## config.mk

```make
export PLATFORM = sky130hd
export DESIGN_NAME = servo_pwm
export DESIGN_NICKNAME = d
export VERILOG_FILES = /design/src/rtl/servo_pwm.sv
export SDC_FILE = /design/constraint.sdc
export NUM_CORES = 1
export LEC_CHECK = 0
export CAP_MARGIN = 25
export CORE_UTILIZATION = 40
export CTS_BUF_LIST = sky130_fd_sc_hd__clkbuf_16
export DETAILED_ROUTE_END_ITERATION = 16
export PLACE_DENSITY = 0.66
export SETUP_SLACK_MARGIN = 0.05
export SLEW_MARGIN = 20
export SYNTH_ARGS = -nofsm -noshare
export SYNTH_HDL_FRONTEND = slang
export SYNTH_SLANG_ARGS = --single-unit
```

## constraint.sdc

```tcl
create_clock -name clk -period 4.4 [get_ports clk]
set_clock_uncertainty 0.1 [all_clocks]
set_input_delay 0.66 -clock clk [delete_from_list [all_inputs] [get_ports clk]]
set_output_delay 0.66 -clock clk [all_outputs]
set_load 0.02 [all_outputs]
```

## src/rtl/servo_pwm.sv

```systemverilog
// servo_pwm: hobby-servo pulse generator with a one-shot OPEN hold.
// A free-running frame counter produces a fixed-period PWM frame. The pulse
// width of each frame is latched at the frame start from the registered
// CLOSED/OPEN state, so a frame never changes width once it has begun.
// An enable sample moves the servo to OPEN for HOLD_FRAMES frames, after
// which it falls back to CLOSED on its own.
//
// Handshake: enable is a level-sampled trigger with no ready. Every rising
// edge at which enable is high (and rst is low) counts as one trigger. There
// is no backpressure and no acknowledge.
module servo_pwm #(
  parameter int unsigned PERIOD_CYCLES = 1_000_000,
  parameter int unsigned PULSE_CLOSED  = 50_000,
  parameter int unsigned PULSE_OPEN    = 100_000,
  parameter int unsigned HOLD_FRAMES   = 150
) (
  input  logic clk,
  input  logic rst,
  input  logic enable,
  output logic servo,
  output logic dbg_state_o
);

  // Both pulse widths are below PERIOD_CYCLES, so they fit in the counter width.
  localparam int unsigned CW = (PERIOD_CYCLES > 1) ? $clog2(PERIOD_CYCLES) : 1;
  localparam int unsigned HW = (HOLD_FRAMES > 0) ? $clog2(HOLD_FRAMES + 1) : 1;

  localparam logic [CW-1:0] CNT_LAST     = CW'(PERIOD_CYCLES - 1);
  localparam logic [CW-1:0] WIDTH_OPEN   = CW'(PULSE_OPEN);
  localparam logic [CW-1:0] WIDTH_CLOSED = CW'(PULSE_CLOSED);
  localparam logic [HW-1:0] HOLD_LOAD    = HW'(HOLD_FRAMES);
  localparam logic [HW-1:0] HOLD_ONE     = HW'(1);

  typedef enum logic [0:0] {
    ST_CLOSED = 1'b0,
    ST_OPEN   = 1'b1
  } state_e;

  state_e          state_q;
  logic [HW-1:0]   hold_q;
  logic [CW-1:0]   cnt_q;
  logic [CW-1:0]   cnt_d;
  logic [CW-1:0]   width_q;
  logic [CW-1:0]   width_d;
  logic            servo_q;
  logic            servo_d;
  logic            frame_start;

  assign frame_start = (cnt_q == '0);

  // Next frame position, per-frame width selection and next output level.
  always_comb begin
    cnt_d   = (cnt_q == CNT_LAST) ? '0 : cnt_q + CW'(1);
    width_d = width_q;
    if (frame_start) begin
      width_d = (state_q == ST_OPEN) ? WIDTH_OPEN : WIDTH_CLOSED;
    end
    servo_d = (cnt_q < width_d);
  end

  // Frame counter, latched width and registered PWM output.
  always_ff @(posedge clk) begin
    if (rst) begin
      cnt_q   <= '0;
      width_q <= WIDTH_CLOSED;
      servo_q <= 1'b0;
    end else begin
      cnt_q   <= cnt_d;
      width_q <= width_d;
      servo_q <= servo_d;
    end
  end

  // CLOSED/OPEN state with the remaining-frames hold counter; a trigger
  // always reloads the hold and wins over the frame-start decrement.
  always_ff @(posedge clk) begin
    if (rst) begin
      state_q <= ST_CLOSED;
      hold_q  <= '0;
    end else begin
      case (state_q)
        ST_CLOSED: begin
          if (enable) begin
            state_q <= ST_OPEN;
            hold_q  <= HOLD_LOAD;
          end
        end
        ST_OPEN: begin
          if (enable) begin
            hold_q <= HOLD_LOAD;
          end else if (frame_start) begin
            if (hold_q <= HOLD_ONE) begin
              state_q <= ST_CLOSED;
              hold_q  <= '0;
            end else begin
              hold_q <= hold_q - HOLD_ONE;
            end
          end
        end
        default: begin
          state_q <= ST_CLOSED;
          hold_q  <= '0;
        end
      endcase
    end
  end

  assign servo       = servo_q;
  assign dbg_state_o = (state_q == ST_OPEN);

endmodule

```

==> results of run 1 <==
-- layout make-up --
cell class,instances,area (sq um)
timing repair buffer,7,66.3
sequential,50,1000
inverter,11,41.3
tap,75,93.8
multi-input combinational,221,1430
clock buffer,5,125
fill,579,3230
clock inverter,3,12.5
-- final timing paths --
path	startpoint	endpoint	slack (ns)	depth (start not counted)
max	cnt_q[0]$_SDFF_PP0_	servo$_SDFF_PP0_	1.02	13
min	width_q[12]$_SDFF_PP0_	width_q[12]$_SDFF_PP0_	0.35	2
max reg2reg	cnt_q[0]$_SDFF_PP0_	servo$_SDFF_PP0_	1.02	13
min reg2reg	width_q[12]$_SDFF_PP0_	width_q[12]$_SDFF_PP0_	0.35	2
-- per-layer routing --
metal / vias to the layer above / track usage
li1: 1054 / -
met1: 958 / 0.256
met2: 27 / 0.286
met3: 6 / 0.0356
met4: 0 / 0.0500
met5: - / 0
-- worst register-to-register path, cell delays in order (launching register included) --
cell      delay, ns
dfxtp_1        0.36
inv_1          0.07
ha_1           0.15
nor3b_1        0.32
nand3_1        0.15
or2_1          0.56
nor2_2         0.42
a21oi_1        0.08
ha_1           0.30
nand2_1        0.08
o21ai_0        0.09
a221oi_1       0.36
o211ai_1       0.15
a21oi_1        0.14
-- state kept, by name (all words and copies together), names as in the netlist --
| signal | cells |
|---|---|
| servo | 1 |
| width_q | 20 |
| hold_q | 8 |
| dbg_state_o | 1 |
| cnt_q | 20 |
-- power by group --
| group | internal [mW] | switching [mW] | leakage [nW] |
|---|---|---|---|
| registers | 0.468 | 0.0127 | 0.407 |
| logic | 0.0432 | 0.0723 | 0.597 |
| clock network | 0.206 | 0.162 | 0.0724 |
-- cell usage in the layout, fill, tap and decap left out, types with 2 or more instances in the layout --
master | netlist | routed
dfxtp_1 | 50 | 50
nor2_1 | 48 | 48
nand2_1 | 28 | 28
a21oi_1 | 24 | 24
ha_1 | 23 | 23
nand3_1 | 13 | 13
inv_1 | 11 | 12
nand4_1 | 10 | 10
xnor2_1 | 8 | 8
o21ai_0 | 8 | 8
xor2_1 | 7 | 7
nor4_1 | 6 | 6
clkbuf_16 | 0 | 5
and3_1 | 4 | 4
a211o_1 | 4 | 4
nor3_1 | 4 | 4
clkdlybuf4s50_1 | 0 | 4
and4_1 | 3 | 3
o211ai_1 | 3 | 3
or3_1 | 3 | 3
nor3b_1 | 2 | 2
a211oi_1 | 2 | 2
a31o_2 | 2 | 2
buf_4 | 1 | 2
-- through the flow --
step | setup WS (ns) | area (sq um)
after floorplan | 1.61 | 2530
after global placement | 1.16 | 2620
after detailed placement | 1.01 | 2620
after CTS | 0.990 | 2750
after global routing | 0.557 | 2770
final | 1.02 | 2770
-- kinds of logic (layout without fill, tap and decap cells) --
| family | after synthesis | count (layout) |
|---|---|---|
| buf+inv | 21 | 26 |
| flops | 50 | 50 |
| xor+xnor | 15 | 15 |
| compound gates | 55 | 55 |
| simple gates | 127 | 127 |
| mux | 1 | 1 |
| fa+ha+maj | 23 | 23 |
==> flow_summary.yaml, run 1 <==
setup_path:
  critPathMaxFanout: 27
  slowest_stage: "or2_1"
  cp.required_ns: 4.52
  worstPathBufferInverterCount: 1
  critical_path.top_delay_family: "simple AND/OR/NAND/NOR gates"
  endpoint_kind: "flop"
  crit_chain: "inv_1, ha_1, nor3b_1, nand3_1, or2_1, nor2_2, a21oi_1, ha_1, nand2_1, o21ai_0, a221oi_1, o211ai_1, a21oi_1"
  cp_data_arrival_time_ns: 3.50
  critPathMaxStageDelay_ns: 0.56
  setup.worst_path.start_class: "flop"
  path_class: "reg2reg"
synth:
  synth_area_sq_um: 2530
  syn_inst: 292
  synth_simple_gate_area_share: 0.244
  synth-xor-area-share: 0.0520
  syn_area_per_cell_sq_um: 8.66
  synthAdderAreaFrac: 0.114
  synth_area_leaders: "dfxtp_1 (40%), ha_1 (11%), nor2_1 (7.1%)"
  yosysTopAreaCell: "dfxtp_1"
  ys_ff_latch: 50
  synth_top_area_frac: 0.396
  synth_common_cells: "dfxtp_1 (50), nor2_1 (48), nand2_1 (28)"
  synth_top_family_by_area: "simple AND/OR/NAND/NOR gates"
  synth_ff_type: "dfxtp_1"
  synth_mux_area_frac: 0.00396
  postSynth.asyncResetShare: 0
  synth_edf_count: 0
  yosysWarnings: 0
  synth_most_common_cell: "dfxtp_1"
  yosysUniqueCellTypes: 45
  syn-num-nets: 318
  synth_compound_area_frac: 0.150
  ys_seq_area_frac: 0.396
placed_design:
  gp_congestion: 0.855
  hpwl_um: 3860
  dp.cells: 363
  numPortBuffers: 4
detailed_routing:
  wl_met1_um: 2750
  wire_per_inst_um: 14.5
  ant_nets: 0
  first_pass_iters: 4
  top_layer_used: "met4"
  wl_um: 5400
  vias_per_cell: 5.50
  wl_met3_um: 181
  dr_wl_met2_um: 2420
  drc: 0
  vias: 2045
  drt_iter0_markers: 77
global_routing:
  grt_usage: 0.183
  antenna_found_initial: 0
  grt_pass1_vias: 1905
  grt_max_degree: 28
  grt_pass1_wl_um: 9270
  grt_overflow_total: 0
power_and_ir_drop:
  total_power_mw: 0.963
  ir_worst_vdd_v: 0.000188
  power_density_nw_per_um2: 348
  leakage_nw: 1.08
sta:
  finalHoldViolCount: 0
  finalSetupViolations: 0
  finalHoldWorstSlack_ns: 0.349
  setup_tns_ns: 0
  post-route-period-util: 0.768
  rsz0062_at_grt: "no"
  min_period_ns: 3.38
  slew_violations: 0
  max_freq_ghz: 0.296
  max_slew_margin: 0.406
  worstMarginPinSlew_ns: 0.892
floorplanning:
  die_h_um: 81.5
  ios: 5
  num_rows: 28
  fp.dieArea_sq_um: 6640
  dieWidth_um: 81.5
  core_area_sq_um: 5990
  initial_core_util: 0.422
layout:
  insertedDiodeCount: 0
  area_growth_pct: 9.41
  utilization: 0.462
  final_cells: 372
  layout-drive-gt1-share: 0.0572
  nNetsFinal: 322
cts:
  cts_tree: "done"
  clock_sinks: 50
  cts_resized: 0
  cts.clk_slew.worst_paths_ns: 0.06
  clock_path_buffers: 2
  ctsHoldBuffers: 0
  cts_buffers: 5
  clock_latency_ns: 0.29
  htree_levels: 2
  cts_setup_buffers: 0
  cts-root-buf: "clkbuf_16"
run_status:
  status: "finished, final reports clean"
flow_run:
  maxCapViolations: 0
worst_hold_path:
  hold_path_class: "reg2reg"
Note: power is estimated with default switching activity, not from simulation.
==> run 2: changes to the inputs <==
--- a/config.mk
+++ b/config.mk
@@ -9,7 +9,7 @@
 export CORE_UTILIZATION = 40
 export CTS_BUF_LIST = sky130_fd_sc_hd__clkbuf_16
 export DETAILED_ROUTE_END_ITERATION = 16
-export PLACE_DENSITY = 0.66
+export PLACE_DENSITY = 0.68
 export SETUP_SLACK_MARGIN = 0.05
 export SLEW_MARGIN = 20
 export SYNTH_ARGS = -nofsm -noshare
==> constraint.sdc (replaced) <==
create_clock -name clk -period 3.1 [get_ports clk]
set_clock_uncertainty 0.1 [all_clocks]
set_input_delay 0.465 -clock clk [delete_from_list [all_inputs] [get_ports clk]]
set_output_delay 0.465 -clock clk [all_outputs]
set_load 0.02 [all_outputs]
==> run 2 against run 1 <==
Against the previous run:
- utilization up 1.6 points
- non-clock buffer count increased by 11
- power rose by 42%
- sequential share of layout area fell by 1.2 points
- critical path depth is 2 lower
- first-iteration DRC count is 30% lower
- cell area rose by 3.5%
- setup slack worse by 0.74 ns
- routed wire length up 1.9%
- global-route usage shrank 0.11 points
==> flow_summary.yaml, run 2 (same netlist as run 1, synthesis figures left out) <==
global_routing:
  grt_pass1_vias: 1930
  antenna_found_initial: 0
  grt_usage: 0.182
  grt_max_degree: 26
  grt_pass1_wl_um: 9070
  grt_overflow_total: 0
setup_path:
  cp_data_arrival_time_ns: 2.94
  slowest_stage: "dfxtp_1"
  worstPathBufferInverterCount: 1
  endpoint_kind: "flop"
  crit_chain: "nor4_1, nand2_1, buf_4, nor4_4, a21oi_1, ha_1, a21oi_1, o21ai_0, a221oi_2, o211ai_1, a21oi_1"
  cp.required_ns: 3.22
  timing.critical_path.mode_cell: "a21oi_1"
  critical_path.top_delay_family: "compound AO/OA/AOI/OAI gates"
  critPathMaxFanout: 5
  critPathMaxStageDelay_ns: 0.38
  reg2reg_slack_ns: 0.28
  setup.worst_path.start_class: "flop"
  path_class: "reg2reg"
cts:
  cts_tree: "done"
  htree_levels: 2
  clock_latency_ns: 0.28
  clock_sinks: 50
  cts_buffers: 5
  cts-root-buf: "clkbuf_16"
  clock_path_buffers: 2
  ctsHoldBuffers: 0
  cts.clk_slew.worst_paths_ns: 0.06
power_and_ir_drop:
  power_density_nw_per_um2: 479
  leakage_nw: 1.14
  total_power_mw: 1.37
  ir_worst_vdd_v: 0.000293
layout:
  final_common_cell: "dfxtp_1"
  area_growth_pct: 13.3
  reg_top3: "cnt_q (20), width_q (20), hold_q (8)"
  final_cell_mix: "dfxtp_1 (50), nor2_1 (48), nand2_1 (28), a21oi_1 (24), ha_1 (23)"
  insertedDiodeCount: 0
  nNetsFinal: 333
  num-fill-cells: 587
  layout-drive-gt1-share: 0.101
floorplanning:
  initial_core_util: 0.422
  ios: 5
  fp.dieArea_sq_um: 6640
  die_h_um: 81.5
  num_rows: 28
  dieWidth_um: 81.5
  core_area_sq_um: 5990
detailed_routing:
  first_pass_iters: 4
  wl_um: 5510
  vias: 2085
  ant_nets: 0
  vias_per_cell: 5.44
  wire_per_inst_um: 14.4
  drc: 0
  drt_iter0_markers: 54
placed_design:
  pre_cts_ws_ns: 0.0716
  numPortBuffers: 4
  gp_congestion: 0.821
  hpwl_um: 3940
sta:
  min_period_ns: 2.82
  slew_violations: 0
  rsz0062_at_grt: "no"
  finalSetupViolations: 0
  post-route-period-util: 0.909
  max_slew_margin: 0.614
  layout_setup_ws_ns: 0.282
  setup_tns_ns: 0
  worstMarginPinSlew_ns: 0.577
  finalHoldViolCount: 0
  max_freq_ghz: 0.355
flow_run:
  maxCapViolations: 0
worst_hold_path:
  hold_path_class: "reg2reg"
run_status:
  status: "finished, final reports clean"
## run 2: where the power goes
part	switching [mW]	internal (mW)	total [mW]	leakage, nW
Clock	0.226	0.291	0.517	0.0663
Combinational	0.105	0.0701	0.175	0.664
Sequential	0.0151	0.664	0.679	0.407
Total	0.346	1.02	1.37	1.14
## run 2: worst paths after layout
kind	from	end	depth (start not counted)
max	cnt_q[15]$_SDFF_PP0_	servo$_SDFF_PP0_	11
min	width_q[15]$_SDFF_PP1_	width_q[15]$_SDFF_PP1_	2
min reg2reg	width_q[15]$_SDFF_PP1_	width_q[15]$_SDFF_PP1_	2
max reg2reg	cnt_q[15]$_SDFF_PP0_	servo$_SDFF_PP0_	11
## run 2: repair_timing
action                                  CTS  global route
resized for setup                         0             4
endpoints found under the setup margin    0             1
buffers inserted                          0             0
## run 2: worst min-delay path, stage by stage, from the launching register on
cell     delay [ns]
dfxtp_1        0.31
nor2_1         0.05
nand2_1        0.05
## run 2: layer usage
metal | part of all wire | GRT usage
met1 | 0.50 | 0.244
met2 | 0.47 | 0.288
met3 | 0.031 | 0.0467
met4 | 0.0053 | 0.0518
met5 | 0 | 0
## run 2: area by class of cell
| type | instances | area, sq um | area share |
|---|---|---|---|
| repair buffers | 18 | 145 | 0.0507 |
| flip-flops and latches | 50 | 1000 | 0.350 |
| clock inverters | 3 | 11.3 | 0.00393 |
| well taps | 75 | 93.8 | 0.0328 |
| inverters | 11 | 41.3 | 0.0144 |
| clock buffers | 5 | 125 | 0.0437 |
| multi-input cells | 221 | 1450 | 0.505 |
## run 2: per-stage QoR
step | area, sq um | utilization | instances | hold WS, ns
after global routing | 2860 | 0.478 | 383 | 0.366
after CTS | 2840 | 0.475 | 383 | 0.350
final | 2860 | 0.478 | 383 | 0.347
after floorplan | 2530 | - | 292 | 0.311
after global placement | 2710 | 0.452 | 375 | 0.324
after detailed placement | 2710 | 0.452 | 375 | 0.334
==> run 3: changes to the inputs <==
--- a/config.mk
+++ b/config.mk
@@ -9,6 +9,7 @@
 export CORE_UTILIZATION = 40
 export CTS_BUF_LIST = sky130_fd_sc_hd__clkbuf_16
 export DETAILED_ROUTE_END_ITERATION = 16
+export MAX_ROUTING_LAYER = met4
 export PLACE_DENSITY = 0.68
 export SETUP_SLACK_MARGIN = 0.05
 export SLEW_MARGIN = 20
==> run 3 against run 2 <==
Against the previous run:
- critical path depth unchanged
- critical path type unchanged
- non-clock buffer count unchanged
- fmax increased by 0.10%
- combinational power about the same
- first-iteration DRC count increased by 5.6%
- cell count unchanged
- count of clock-buffer cells in the layout unchanged
- sequential power about the same
- die area unchanged
- via count decreased by 0.82%
- power about the same
- largest cell class unchanged
- hold slack about the same
==> flow_summary.yaml, run 3 (same netlist as run 1, synthesis figures left out) <==
layout:
  register_area_sq_um: 1000
  design_area_sq_um: 2860
  reg_top3: "cnt_q (20), width_q (20), hold_q (8)"
  final_cell_mix: "dfxtp_1 (50), nor2_1 (48), nand2_1 (28), a21oi_1 (24), ha_1 (23)"
  insertedDiodeCount: 0
  final_common_cell: "dfxtp_1"
  area_growth_pct: 13.3
  multi_input_area_sq_um: 1450
  layout-drive-gt1-share: 0.101
  num-fill-cells: 587
  utilization: 0.478
  nNetsFinal: 333
power_and_ir_drop:
  swShare: 0.252
  power.switching_mw: 0.345
  comb_power_share: 0.128
  clkPwrFrac: 0.377
  p_seq_frac: 0.496
  total_power_mw: 1.37
  internal_power_mw: 1.02
  ir_worst_vdd_v: 0.000292
  power_density_nw_per_um2: 479
  leakage_nw: 1.14
cts:
  htree_levels: 2
  cts-root-buf: "clkbuf_16"
  clock_path_buffers: 2
  cts_buffers: 5
  cts_setup_buffers: 0
  cts_tree: "done"
  cts.clk_slew.worst_paths_ns: 0.06
  clock_latency_ns: 0.28
  clock_sinks: 50
global_routing:
  antenna_found_initial: 0
  grt_max_degree: 26
  grt_overflow_total: 0
  grt_pass1_vias: 1930
  grt_usage: 0.188
  grt_pass1_wl_um: 9080
run_status:
  status: "finished, final reports clean"
detailed_routing:
  vias: 2068
  drc: 0
  first_pass_iters: 4
  wl_um: 5500
  ant_nets: 0
  vias_per_cell: 5.40
  drt_iter0_markers: 57
  wire_per_inst_um: 14.3
sta:
  post-route-period-util: 0.908
  finalHoldViolCount: 0
  setup_tns_ns: 0
  finalSetupViolations: 0
  min_period_ns: 2.82
  max_slew_margin: 0.616
  slew_violations: 0
  max_freq_ghz: 0.355
  worstMarginPinSlew_ns: 0.574
  finalHoldWorstSlack_ns: 0.347
  rsz0062_at_grt: "no"
setup_path:
  reg2reg_slack_ns: 0.28
  cp.required_ns: 3.22
  setup.worst_path.start_class: "flop"
  r2r_cells: 11
  crit-reg2reg-capture: "servo$_SDFF_PP0_"
  cp_data_arrival_time_ns: 2.94
  endpoint_kind: "flop"
  path_class: "reg2reg"
  critPathMaxFanout: 5
  reg2reg_from: "cnt_q[15]$_SDFF_PP0_"
worst_hold_path:
  hold_path_class: "reg2reg"
  min_to: "width_q[15]$_SDFF_PP1_"
  hold_start: "width_q[15]$_SDFF_PP1_"
  whs_path_depth: 2
floorplanning:
  fp.dieArea_sq_um: 6640
  ios: 5
  dieWidth_um: 81.5
  core_area_sq_um: 5990
  initial_core_util: 0.422
  die_h_um: 81.5
  num_rows: 28
placed_design:
  numPortBuffers: 4
  dpl_cell_area_sq_um: 2710
  gp_congestion: 0.834
  hpwl_um: 3940
flow_run:
  maxCapViolations: 0
[run 3: cell counts in the layout (fill, tap and decap cells not counted)]
No cell type changed its count.
[run 3: final cells by class]
class,instances,area share
sequential,50,0.350
clock inverter,3,0.00393
clock buffer,5,0.0437
tap,75,0.0328
timing repair buffer,18,0.0507
multi-input combinational,221,0.505
inverter,11,0.0144
[run 3: power groups by stage]
stage	sequential, mW	clock, mW	combinational (mW)
after detailed placement	0.693	0	0.172
after global routing	0.681	0.560	0.199
after global placement	0.693	0	0.168
after floorplan	0.692	0	0.128
after CTS	0.678	0.532	0.172
final	0.679	0.516	0.175
[run 3: layer usage]
metal	share of wire	up-vias	routed length, um	GRT usage
met5	0	-	0	-
met2	0.47	21	2580	0.288
met4	0.0056	0	31	0.0518
met3	0.026	2	142	0.0467
met1	0.50	967	2740	0.244
li1	-	1078	-	-
[run 3: worst max-delay path: stages, from the launching register on]
cell      delay [ns]
dfxtp_1         0.38
nor4_1          0.28
nand2_1         0.12
buf_4           0.18
nor4_4          0.35
a21oi_1         0.11
ha_1            0.31
a21oi_1         0.15
o21ai_0         0.12
a221oi_2        0.36
o211ai_1        0.16
a21oi_1         0.14
[run 3: worst max-delay path by stage]
| stage | start | to | depth (start not counted) |
|---|---|---|---|
| after floorplan | cnt_q[9]$_SDFF_PP0_ | servo$_SDFF_PP0_ | 11 |
| after global placement | cnt_q[19]$_SDFF_PP0_ | servo$_SDFF_PP0_ | 10 |
| after detailed placement | cnt_q[19]$_SDFF_PP0_ | servo$_SDFF_PP0_ | 10 |
| after CTS | cnt_q[1]$_SDFF_PP0_ | servo$_SDFF_PP0_ | 12 |
| after global routing | cnt_q[1]$_SDFF_PP0_ | servo$_SDFF_PP0_ | 12 |
| final | cnt_q[15]$_SDFF_PP0_ | servo$_SDFF_PP0_ | 11 |
[run 3: what timing repair did]
action                                  in CTS  in global routing
endpoints found under the setup margin       0                  1
hold buffers                                 0                  0
resized for setup                            0                  4
[run 3: through the flow]
| step | std cells | setup WS [ns] |
|---|---|---|
| finish | 383 | 0.285 |
| global placement | 375 | 0.140 |
| CTS | 383 | 0.0529 |
| floorplan | 292 | 0.308 |
| detailed placement | 375 | 0.0716 |
| global route | 383 | 0.0296 |
